==> config.mk <==
export PLATFORM = sky130hd
export DESIGN_NAME = bfly_router_radix
export DESIGN_NICKNAME = d
export VERILOG_FILES = /design/src/rtl/bfly_router_radix.sv
export SDC_FILE = /design/constraint.sdc
export NUM_CORES = 1
export LEC_CHECK = 0
export CAP_MARGIN = 5
export CORE_AREA = 3 3 231 233
export CTS_CLUSTER_SIZE = 12
export DETAILED_ROUTE_END_ITERATION = 8
export DIE_AREA = 0 0 234 236
export GPL_TIMING_DRIVEN = 0
export PLACE_DENSITY = 0.54
export SYNTH_ARGS = -nofsm -noshare
export SYNTH_HDL_FRONTEND = slang
export SYNTH_SLANG_ARGS = --single-unit
==> constraint.sdc <==
create_clock -name clk_i -period 6.98 [get_ports clk_i]
set_input_delay 1.396 -clock clk_i [delete_from_list [all_inputs] [get_ports clk_i]]
set_output_delay 1.396 -clock clk_i [all_outputs]
set_load 0.05 [all_outputs]
==> src/rtl/bfly_router_radix.sv <==
// Radix-N butterfly routing switch with per-output round-robin arbitration
// and a fixed-latency response return path per input.
module bfly_router_radix #(
   parameter int unsigned Radix         = 4,
   parameter int unsigned AddWidth      = 8,
   parameter int unsigned ReqDataWidth  = 32,
   parameter int unsigned RespDataWidth = 32,
   parameter int unsigned RespLatency   = 1
) (
   input  logic                                  clk_i,
   input  logic                                  rst_i,
   input  logic [Radix-1:0]                      req_i,
   output logic [Radix-1:0]                      gnt_o,
   input  logic [Radix-1:0][AddWidth-1:0]        add_i,
   input  logic [Radix-1:0][ReqDataWidth-1:0]    data_i,
   output logic [Radix-1:0][RespDataWidth-1:0]   rdata_o,
   output logic [Radix-1:0]                      rvalid_o,
   output logic [Radix-1:0]                      req_o,
   input  logic [Radix-1:0]                      gnt_i,
   output logic [Radix-1:0][AddWidth-1:0]        add_o,
   output logic [Radix-1:0][ReqDataWidth-1:0]    data_o,
   input  logic [Radix-1:0][RespDataWidth-1:0]   rdata_i
);

   localparam int unsigned L = $clog2(Radix);

   logic [Radix-1:0][L-1:0]     dest;
   logic [Radix-1:0][Radix-1:0] cand;
   logic [Radix-1:0][L-1:0]     win;
   logic [Radix-1:0][L-1:0]     rr_q;

   logic [Radix-1:0][RespLatency-1:0]        v_q;
   logic [Radix-1:0][RespLatency-1:0][L-1:0] sel_q;

   // First set bit of c at or above start, wrapping; 0 when c is empty.
   function automatic logic [L-1:0] rr_pick(
      input logic [Radix-1:0] c,
      input logic [L-1:0]     start
   );
      logic [L-1:0] idx;
      logic         hit;
      rr_pick = '0;
      hit     = 1'b0;
      for (int k = 0; k < Radix; k++) begin
         idx = start + L'(k);
         if (!hit && c[idx]) begin
            hit     = 1'b1;
            rr_pick = idx;
         end
      end
   endfunction

   always_comb begin
      dest = '0;
      for (int i = 0; i < Radix; i++) begin
         dest[i] = add_i[i][AddWidth-1 -: L];
      end
   end

   always_comb begin
      cand = '0;
      for (int o = 0; o < Radix; o++) begin
         for (int i = 0; i < Radix; i++) begin
            cand[o][i] = req_i[i] && (dest[i] == L'(o));
         end
      end
   end

   for (genvar o = 0; o < Radix; o++) begin : g_out
      assign win[o]    = rr_pick(cand[o], rr_q[o]);
      assign req_o[o]  = |cand[o];
      assign add_o[o]  = add_i[win[o]] << L;
      assign data_o[o] = data_i[win[o]];
   end

   for (genvar i = 0; i < Radix; i++) begin : g_in
      assign gnt_o[i] = req_i[i] & gnt_i[dest[i]]
                      & (win[dest[i]] == L'(i));
      assign rvalid_o[i] = v_q[i][RespLatency-1];
      assign rdata_o[i]  = rdata_i[sel_q[i][RespLatency-1]];
   end

   // Pointer only moves on a handshake so a stalled winner stays put.
   always_ff @(posedge clk_i or posedge rst_i) begin
      if (rst_i) begin
         rr_q <= '0;
      end else begin
         for (int o = 0; o < Radix; o++) begin
            if (req_o[o] && gnt_i[o]) begin
               rr_q[o] <= win[o] + L'(1);
            end
         end
      end
   end

   always_ff @(posedge clk_i or posedge rst_i) begin
      if (rst_i) begin
         v_q   <= '0;
         sel_q <= '0;
      end else begin
         for (int i = 0; i < Radix; i++) begin
            v_q[i][0] <= gnt_o[i];
            if (gnt_o[i]) begin
               sel_q[i][0] <= dest[i];
            end
            for (int s = 1; s < RespLatency; s++) begin
               v_q[i][s]   <= v_q[i][s-1];
               sel_q[i][s] <= sel_q[i][s-1];
            end
         end
      end
   end

endmodule

# Word-level counts from Yosys, hierarchy flattened
# Cells that the tools add are included.
classes:
  n_addsub: 16
  order_cmp: 28
  n_eq_ne: 15
  mux: 100
  bitwise_logic: 8
  reduce_logical: 53
ops:
  columns: ["operator", "count"]
  rows:
  - ["$bmux W32 S2", 8]
  - ["$mux W32", 8]
  - ["$lt A2 B3 Y1 const B", 28]
  - ["$bmux W8 S2", 4]
  - ["$bmux W1 S2", 20]
  - ["$mux W2", 20]
  - ["$logic_and A1 B1 Y1", 32]
  - ["$mux W1", 32]
  - ["$mux W6", 4]
  - ["$eq A2 B2 Y1 const B", 10]
  - ["$add A2 B1 Y2 const B", 8]
  - ["$add A2 B2 Y2 const B", 8]
  - ["$bmux W2 S2", 4]
  - ["$reduce_or A4 Y1", 4]
  - ["$logic_not A1 Y1", 12]
  - ["$eq A2 B1 Y1 const B", 5]
  - ["$logic_not A2 Y1", 5]
  - ["$and A1 B1 Y1", 8]
word_totals:
  ff_bits: 20
  inputBits: 298
  wordCells: 232

# Logic depth before layout (Yosys ltp)
depth:
  ltp_word: 18
  depth_mapped: 10

# Least setup slack after synthesis
# OpenSTA, ideal clock, no wires.
synth_path:
  path_type: "input -> output"
  from: "in add_i[7] in the netlist's numbering"
  to: "out gnt_o[3]"
  t_arrival_ps: 3756
  required_ps: 5584
  setup_slack_ps: 1828
  path_stages: 6
  path_buffers: 1
  path_cell_list: "buf_4 -> and3b_2 -> a211oi_2 -> o31a_1 -> a22oi_1 -> a211oi_1"
synth_between:
  elab_chain_len: 18
synth_rtl:
  columns: ["item", "line", "source"]
  rows:
  - ["from (decl)", "14", "input logic [Radix-1:0][AddWidth-1:0] add_i,"]
  - ["$eq A2 B1 Y1 (tied with other cells)", "64", "cand[o][i] = req_i[i] && (dest[i] == L'(o));"]
  - ["$logic_and A1 B1 Y1", "64", null]
  - ["$bmux W1 S2", "46", "if (!hit && c[idx]) begin"]
  - ["$mux W1 (not written as such)", "46", null]
  - ["$mux W1", "46", null]
  - ["$logic_not A1 Y1", "46", null]
  - ["$logic_and A1 B1 Y1", "46", null]
  - ["$mux W1", "46", null]
  - ["(+2 left out)", null, null]
  - ["$mux W1", "46", null]
  - ["$logic_not A1 Y1", "46", null]
  - ["$logic_and A1 B1 Y1", "46", null]
  - ["$mux W2", "46", null]
  - ["$bmux W2 S2 (*)", "78", "& (win[dest[i]] == L'(i));"]
  - ["$mux W2 (not written as such) (*)", "78", null]
  - ["$eq A2 B2 Y1 (*)", "78", null]
  - ["$and A1 B1 Y1 (*)", "78", null]
  - ["to (decl)", "13", "output logic [Radix-1:0] gnt_o,"]
# Mark *: on every way between the ends. The rest lies on a longest branch, timed or not. The select of a mux whose other input is x is not followed.

==> impl_table.tex <==
\begin{tabular}{lr}
\hline
Metric & Value \\
\hline
\multicolumn{2}{l}{\textbf{Run status}} \\
Outcome & completed \\
\multicolumn{2}{l}{\textbf{Yosys}} \\
Synthesized-area fraction occupied by ao, oa, aoi and oai cells & between 20\% and 30\% \\
Share of the synthesized area in the top cell type & 32.5\% \\
Number of warning messages in the yosys log & 0 \\
Most area-hungry cell type in the Yosys netlist & sky130\_fd\_sc\_hd\_\_mux4\_2 \\
Post-synthesis sequential area ratio & 5.47\% \\
Cells after synthesis & about 1,200 \\
Number of enable-type register cells in the synthesized netlist & 0 \\
Fraction of synthesis flops using an asynchronous set or reset pin & 100\% \\
Post-Synth Adder-Cell Area & 0\% \\
Register bit count reported by yosys & 20 \\
Synth Flop Type & sky130\_fd\_sc\_hd\_\_dfrtp\_1 \\
Cell types occupying the most area after synthesis & sky130\_fd\_sc\_hd\_\_mux4\_2 (32\%), sky130\_fd\_sc\_hd\_\_nand2\_1 (17\%), sky130\_fd\_sc\_hd\_\_a31oi\_1 (8.1\%), sky130\_fd\_sc\_hd\_\_a211oi\_1 (6.3\%), sky130\_fd\_sc\_hd\_\_dfrtp\_1 (5.5\%) \\
Cell Area, Synth & 9160 um\^{}2 \\
Yosys cell types & 71 \\
Avg Cell Area, Syn & 7.61 um\^{}2 \\
Combinational family with the most area after synthesis & multiplexers \\
Share of synthesized cell area in and, or, nand and nor gates & 28.8\% \\
Xor-xnor portion of the synthesized cell area & 0.191\% \\
Multiplexer fraction of the synthesized cell area & 32.9\% \\
\multicolumn{2}{l}{\textbf{Placed design}} \\
Sum of net half-perimeters after detailed placement & 57,300 um \\
\# port buffers & around 590 \\
Pre-CTS setup slack & -0.132 ns \\
Area after detailed placement & 15,900 um\^{}2 \\
Routability-driven placement congestion ratio & approximately 0.94 \\
\multicolumn{2}{l}{\textbf{Die}} \\
Number of rows in the core area & 83 \\
X dimension of the die & $\sim$230 um \\
Full die area & about 55,000 um\^{}2 \\
Area of the core & 51,400 um\^{}2 \\
Chip Height & approximately 240 um \\
Starting utilization of the core area & 17.8\% \\
I/O pin total & 598 \\
\multicolumn{2}{l}{\textbf{Setup path}} \\
Reg2Reg Capture Point & sel\_q[1] \\
Maximum cell stage delay along the critical path & 1.01 ns \\
Arrival @ worst endpoint & 5.49 ns \\
Number of cells traversed by the worst register-to-register path & 7 \\
Kind of critical path & in -> out \\
CP max-delay cell & sky130\_fd\_sc\_hd\_\_clkdlybuf4s50\_1 \\
Endpoint required time on the critical path & 5.58 ns \\
Startpoint of the worst-slack reg-to-reg timing path & rr\_q[1] \\
Worst setup slack for register-to-register paths & around 4.3 ns \\
Startpoint type of the worst setup path & primary input \\
Type of destination of the critical path & primary output \\
Launch point of the critical path & add\_i[7] \\
Critical Path Fanout Max & 10 \\
Cell-by-cell listing of the critical path & clkdlybuf4s50\_1 -> buf\_4 -> and3b\_2 -> a211oi\_2 -> o31ai\_4 -> buf\_2 -> buf\_6 -> buf\_6 -> nand2\_1 -> a31oi\_1 -> clkdlybuf4s50\_1 \\
\multicolumn{2}{l}{\textbf{Power}} \\
Combinational group share of total power & between 90\% and 100\% \\
Sequential group share of total power & roughly 3.7\% \\
Worst ir drop on vdd & about 0.00017 V \\
Fraction of power spent switching nets & around 62\% \\
Proportion of power drawn by the clock network & 3.4\% \\
Int Power & 1.57 mW \\
Static leakage power & 5.94 nW \\
Total net switching power & 2.58 mW \\
Pwr Density & 259 nW/um\^{}2 \\
\multicolumn{2}{l}{\textbf{Timing}} \\
Final-report setup violation count & 0 \\
F\_max & approximately 150 MHz \\
Final count of hold timing violations & 0 \\
Final total negative setup slack & 0 ns \\
Post-Route Skew & 0.00409 ns \\
RSZ-0062 raised after global routing & false \\
Worst slew margin relative to its limit & 25.2\% \\
Tightest Pin Transition & 1.12 ns \\
Final period utilization & 98.7\% \\
Clock period minus worst slack & 6.89 ns \\
Total count of max-transition violations in the final report & 0 \\
Post-layout worst setup margin & 0.0917 ns \\
\multicolumn{2}{l}{\textbf{Drt}} \\
Post-route DRC & 0 \\
Detailed router's first-iteration violation count & 1,398 \\
DR WL/cell & 28.9 um \\
Total Wirelength & 71,800 um \\
1st-pass router iterations & 6 \\
Detailed-route via count & 13,600 \\
Via density per instance & 5.48 \\
Antenna-violating nets left & 0 \\
\multicolumn{2}{l}{\textbf{Clocking}} \\
Clock root buffer & sky130\_fd\_sc\_hd\_\_clkbuf\_16 \\
CTS Buf Count & 3 \\
Clock net sink count & 20 \\
Clock insertion delay at the later pin of the skew report & 0.26 ns \\
Number of levels the H-tree was split into & 1 \\
Worst-path clk slew & 0.07 ns \\
CTS tree & done \\
Post CTS Setup Buffer Count & 0 \\
Maximum clock path buffer count & 2 \\
\multicolumn{2}{l}{\textbf{Layout}} \\
Nets & 2,102 \\
Multi-input gate area & between 7000 and 8000 um\^{}2 \\
Layout cell share with drive strength beyond 1 & 11.9\% \\
Most used cells in the layout excluding fill and tap cells & sky130\_fd\_sc\_hd\_\_clkdlybuf4s50\_1 (588), sky130\_fd\_sc\_hd\_\_nand2\_1 (403), sky130\_fd\_sc\_hd\_\_mux4\_2 (132) \\
Post-layout instance area & 16,000 um\^{}2 \\
Utilization of the core after routing & a little under a third \\
Most common library cell in the layout ignoring fill and taps & sky130\_fd\_sc\_hd\_\_clkdlybuf4s50\_1 \\
Total area of sequential cells & 500 um\^{}2 \\
Filler cells & 5,445 \\
Synthesis-to-finish area growth & 75.3\% \\
\multicolumn{2}{l}{\textbf{GRT}} \\
Wire length of the first global-routing pass & between 100,000 and 150,000 um \\
Aggregate global routing overflow & 0 \\
Number of global-route vias before repair & approximately 14,000 \\
Antenna violations before repair & 6 \\
Maximum number of pins on one net before global-route repair & 21 \\
Total track usage & 24.5\% \\
\multicolumn{2}{l}{\textbf{Min path}} \\
Number of instances on the worst hold path & 2 \\
Hold crit path type & reg -> reg \\
Worst Hold Endpoint & rr\_q[2] \\
Min-Delay Startpoint & rr\_q[2] \\
\multicolumn{2}{l}{\textbf{Job}} \\
Max Cap Violations & 0 \\
\hline
\end{tabular}
-- how the worst max path moves through the flow --
stage                              to  cells past startpoint
final                      data_o[89]                     11
after floorplan              gnt_o[3]                      6
after CTS                 data_o[121]                      9
after global placement     data_o[57]                     10
after detailed placement   data_o[57]                     10
after global routing      data_o[121]                      9
-- cells by family after synthesis --
family / count (synthesis)
simple gates: 581
mux: 136
other cells: 1
buf+inv: 158
compound gates: 306
xor+xnor: 2
flops: 20
-- timing repair --
item	in CTS	in global routing
hold buffers	0	0
resized for setup	2	10
setup endpoints to repair	1	4
-- worst max-delay path, delay by kind of cell --
kind                   cells  cell delay [ns]
AO/OA/AOI/OAI              3             1.17
buffers and inverters      6             2.58
AND/OR/NAND/NOR            2             0.33
-- metal layers --
layer  GRT usage (%)  vias to the layer above  part of all wire [%]
met2            43.2                      969                    49
met5           0.536                        -                 0.096
met3            6.29                      149                    11
met4            10.2                        6                   5.1
met1            27.9                     6654                    35
li1                -                     5838                     -
-- area by class of cell --
cell class	count	area share, %
antenna	2	0.0312
multi-input combinational	1033	49.8
timing repair buffer	589	36.8
sequential	20	3.12
clock buffer	4	0.554
buffer	144	4.16
tap	680	5.30
inverter	13	0.304
-- power groups by stage --
| stage | logic [mW] | clock network, mW | registers [mW] |
|---|---|---|---|
| 3_3_place_gp | 3.84 | 0 | 0.155 |
| 3_5_place_dp | 3.84 | 0 | 0.155 |
| 6_report | 3.85 | 0.141 | 0.155 |
| 5_1_grt | 3.98 | 0.148 | 0.158 |
| 4_1_cts | 3.86 | 0.145 | 0.154 |
| 2_1_floorplan | 2.39 | 0 | 0.156 |
-- synthesized netlist by cell type, types with 4 or more instances --
| cell | instances |
|---|---|
| sky130_fd_sc_hd__a211oi_1 | 77 |
| sky130_fd_sc_hd__a21oi_1 | 13 |
| sky130_fd_sc_hd__a222oi_1 | 38 |
| sky130_fd_sc_hd__a31oi_1 | 119 |
| sky130_fd_sc_hd__and2_1 | 79 |
| sky130_fd_sc_hd__and3_1 | 40 |
| sky130_fd_sc_hd__and3b_1 | 5 |
| sky130_fd_sc_hd__buf_1 | 18 |
| sky130_fd_sc_hd__buf_2 | 39 |
| sky130_fd_sc_hd__buf_4 | 13 |
| sky130_fd_sc_hd__clkbuf_1 | 72 |
| sky130_fd_sc_hd__dfrtp_1 | 20 |
| sky130_fd_sc_hd__inv_1 | 11 |
| sky130_fd_sc_hd__mux4_2 | 132 |
| sky130_fd_sc_hd__nand2_1 | 403 |
| sky130_fd_sc_hd__nand3_1 | 6 |
| sky130_fd_sc_hd__nand3b_1 | 6 |
| sky130_fd_sc_hd__nor2_1 | 15 |
| sky130_fd_sc_hd__nor3_1 | 4 |
| sky130_fd_sc_hd__o21ai_0 | 8 |
| sky130_fd_sc_hd__o21ai_1 | 5 |
| sky130_fd_sc_hd__o22ai_1 | 5 |
| sky130_fd_sc_hd__or3b_1 | 4 |
-- flip-flops by register name (all words and copies together) (netlist names) --
register / flops
rr_q: 8
rvalid_o: 4
sel_q: 8
-- stage by stage --
step	hold WS (ns)	power, mW	std cells
after floorplan	0.517	2.54	1211
after global placement	0.581	3.99	2480
after detailed placement	0.581	4.00	2480
after CTS	0.598	4.16	2484
after global routing	0.627	4.29	2485
final	0.616	4.15	2485
(Power assumes the default switching activity.)
